[config.mk]
export PLATFORM = sky130hd
export DESIGN_NAME = sink_seq_table
export DESIGN_NICKNAME = d
export VERILOG_FILES = /design/src/rtl/sink_seq_table.sv
export SDC_FILE = /design/constraint.sdc
export NUM_CORES = 1
export LEC_CHECK = 0
export ABC_AREA = 1
export BUFFER_PORTS_ARGS = -buffer_cell sky130_fd_sc_hd__buf_2
export CAP_MARGIN = 20
export CORE_ASPECT_RATIO = 1.4
export CORE_MARGIN = 4
export CORE_UTILIZATION = 65
export DETAILED_ROUTE_END_ITERATION = 8
export GPL_ROUTABILITY_DRIVEN = 0
export PLACE_DENSITY = 0.83
export SLEW_MARGIN = 20
export SYNTH_ARGS = -nofsm -noshare
export SYNTH_HDL_FRONTEND = slang
export SYNTH_SLANG_ARGS = --single-unit
[constraint.sdc]
create_clock -name clk -period 4.6 [get_ports clk]
set_input_delay 1.38 -clock clk [delete_from_list [all_inputs] [get_ports clk]]
set_output_delay 1.38 -clock clk [all_outputs]
set_load 0.01 [all_outputs]
[src/rtl/sink_seq_table.sv]
// Per-source expected sequence count table: combinational read, write on accept.
// The write commits at the accept edge, so a back-to-back lookup from the same source sees it.
module sink_seq_table #(
    parameter int N  = 16,
    parameter int A  = 4,
    parameter int CW = 16
) (
    input  logic          clk,
    input  logic          rst,
    input  logic [A-1:0]  rd_addr_i,
    output logic [CW-1:0] rd_data_o,
    input  logic          wr_en_i,
    input  logic [A-1:0]  wr_addr_i,
    input  logic [CW-1:0] wr_data_i
);

    logic [CW-1:0] mem_q [N];

    // A source's first packet carries count 1, hence the reset value.
    always_ff @(posedge clk) begin
        if (rst) begin
            for (int i = 0; i < N; i++) begin
                mem_q[i] <= CW'(1);
            end
        end else if (wr_en_i && (int'(wr_addr_i) < N)) begin
            mem_q[wr_addr_i] <= wr_data_i;
        end
    end

    always_comb begin
        rd_data_o = CW'(1);
        if (int'(rd_addr_i) < N) begin
            rd_data_o = mem_q[rd_addr_i];
        end
    end

endmodule

==> impl_results.md <==
* Number of max-cap violations at 0
* DP Area at 12800 um2
* Status: finished clean
* Synth unique cells at 12
* Count leader, synth: nand2_1
* Die Y at between 150 and 200 um
* Post-synthesis sequential area ratio at a little over 60%
* Register bit total from synthesis at 256
* Cts repair resizes at 0
* Met2 routed WL at 15800 um
* Row count at ~60
* Vias per cell at ~5.7
* Dpl hpwl at slightly below 20000 um
* Clock tree buffer depth at 3
* Iter 0 DRT Violations at about 1300
* Slew Viols, Final at 0
* Synth top area share at between 60% and 70%
* CTS root buf: clkbuf_16
* Logic pwr share at about a tenth
* Number of synthesized flops with an enable pin at around 260
* Design Area, Final at roughly 13000 um2
* Clk slew on worst S/H paths at about 0.070 ns
* Max FO, Critical Path at 36
* Total Routing Usage GR at between 20 and 30%
* FFs w/ async S/R, synth at 0%
* RSZ-0062 raised after global routing: false
* Crit end category: output pin
* Starting density of the core at 66.4%
* Critical Path Source Type: input pin
* Proportion of layout cells with a drive suffix above 1 at 7.86%
* CTS Buf Count at 23
* Worst slew margin at 39.5%
* Crit path kind: input pin to output pin
* Main flop type after synthesis: edfxtp_1
* Synth Warn # at 0
* Core box area at between 15000 and 20000 um2
* 1st-pass router iterations at 6
* Multi-input logic area at roughly 3400 um2
* Synthesis-to-layout area growth at 8.95%
* Largest Register: mem_q
* Sw Share at roughly 24%
* Synth area leaders: edfxtp_1, nand2_1, nand3_1, nor2_1, inv_1
* Top Layer Used: met4
* Psw at between 1000 and 1500 uW
* Vias in the first global route at between 9000 and 10000
* Wire per inst at between 15 and 20 um
* Setup TNS at 0 ns
* Port bufs at 42
* Worst hold-check path type: input pin to register
* Clock Sinks at 256
* CTS tree: yes
* DR DRC count at 0
* Via count at approximately 9600
* Sequential share of power at between 50% and 60%
* Initial antenna violation count at 0
* Total wire length at 31000 um
* Total gr overflow at 0
* Post-Syn Area per Cell at approximately 9 um2
* Leading cell types by count after synthesis: nand2_1, edfxtp_1, nor2_1
* Post-CTS Setup Bufs at 0
* Internal power at between 3000 and 4000 uW
* Global-route wire length before repair at between 40000 and 50000 um
* Worst vdd ir at roughly 0.37 mV
* Fin crit share at 89.4%
* Biggest regs: mem_q (256)
* Antenna cell count at 0
* Largest net degree at the start of global routing at 88
* Max reg flops at ~260
* Reg area at around 7700 um2
* Worst hold margin at about 1.3 ns
* Final-report setup violation count at 0
* H-Tree Depth at 1
* Worst Tran Pin Value at approximately 0.9 ns
* Nets at ~1400
* Hold Vio Cnt, Final at 0
* Hold path endpoint: mem_q[8][0]
* Die area at roughly 21000 um2
* Io pins at between 40 and 50
* Syn nets at 1422
* Fillers at approximately 1400
* Die X at 125 um
* Leading area contributor after synthesis: edfxtp_1
* Met1 Wirelength at between 10000 and 15000 um
* Pwr Density at between 300 and 400 nW/um2
* # hold bufs at CTS at 0
* Static Leak at 0.00616 uW
* Routed wl met3 at 2670 um
* DRT antenna net count at 0
* Clock power frac at roughly 36%
* Tmin final at slightly above 4 ns
* Worst Path Required at around 3.2 ns
* Min-delay src: wr_addr_i[2]
* Cells after Synth at 1395
* Worst path arrival time at 2.73 ns
* Max Fclk at about 0.24 GHz
* Mapped Area at 12400 um2
* Worst Hold Depth at 3
area by class of cell:
type                       count  share of cell area (%)
timing repair buffer          73                    3.87
multi-input combinational    825                    25.1
clock buffer                  28                    4.42
inverter                     230                    6.43
tap                          244                    2.27
clock inverter                13                   0.818
sequential                   256                    57.1
stage by stage:
| step | power [uW] | utilization (%) | instances | worst slack, ns |
|---|---|---|---|---|
| finish | 5060 | 72.3 | 1669 | 0.487 |
| global route | 5210 | 72.3 | 1669 | 0.407 |
| CTS | 5050 | 72.3 | 1669 | 0.537 |
| detailed placement | 3260 | 68.6 | 1628 | 0.544 |
| global placement | 3240 | 68.6 | 1628 | 0.591 |
| floorplan | 3080 | - | 1395 | 0.990 |
kinds of logic after synthesis:
logic type	Yosys count	synth area share [%]
flops	256	62.2
simple gates	825	27.3
buf+inv	314	10.4
worst max-delay path by stage:
stage,startpoint,end,slack (ns),cells past startpoint
final,rd_addr_i[0],rd_data_o[13],0.49,10
after floorplan,rd_addr_i[0],rd_data_o[7],0.99,9
after global placement,rd_addr_i[0],rd_data_o[4],0.59,10
after global routing,rd_addr_i[0],rd_data_o[5],0.41,10
after CTS,rd_addr_i[0],rd_data_o[13],0.54,10
after detailed placement,rd_addr_i[0],rd_data_o[13],0.54,10
power groups by stage:
stage	registers, uW	logic, uW	clock network, uW
2_1_floorplan	2770	312	0
3_3_place_gp	2780	460	0
3_5_place_dp	2780	473	0
4_1_cts	2730	478	1840
5_1_grt	2740	533	1930
6_report	2730	484	1840
layout by cell type, fill, tap and decap left out, drive strengths merged:
cell / n
edfxtp: 256
nand2: 370
clkinvlp: 3
inv: 232
bufinv: 1
nor3: 2
clkinv: 7
clkbuf: 28
nand3: 202
nor2: 251
buf: 73
critical path: stages:
cell and delay [ns]:
buf_4 0.13, inv_4 0.21, buf_12 0.24, nand2_1 0.09, nand2_1 0.09, nand2_1 0.07
nand3_1 0.09, nand3_1 0.12, nand2_1 0.14, buf_2 0.14
metal layers:
layer | global-route usage (%) | vias to the layer above
met4 | 13.5 | 0
li1 | - | 4395
met1 | 35.7 | 4453
met2 | 51.8 | 586
met5 | 0 | -
met3 | 3.03 | 132
Note: power is estimated with default switching activity, not from simulation.
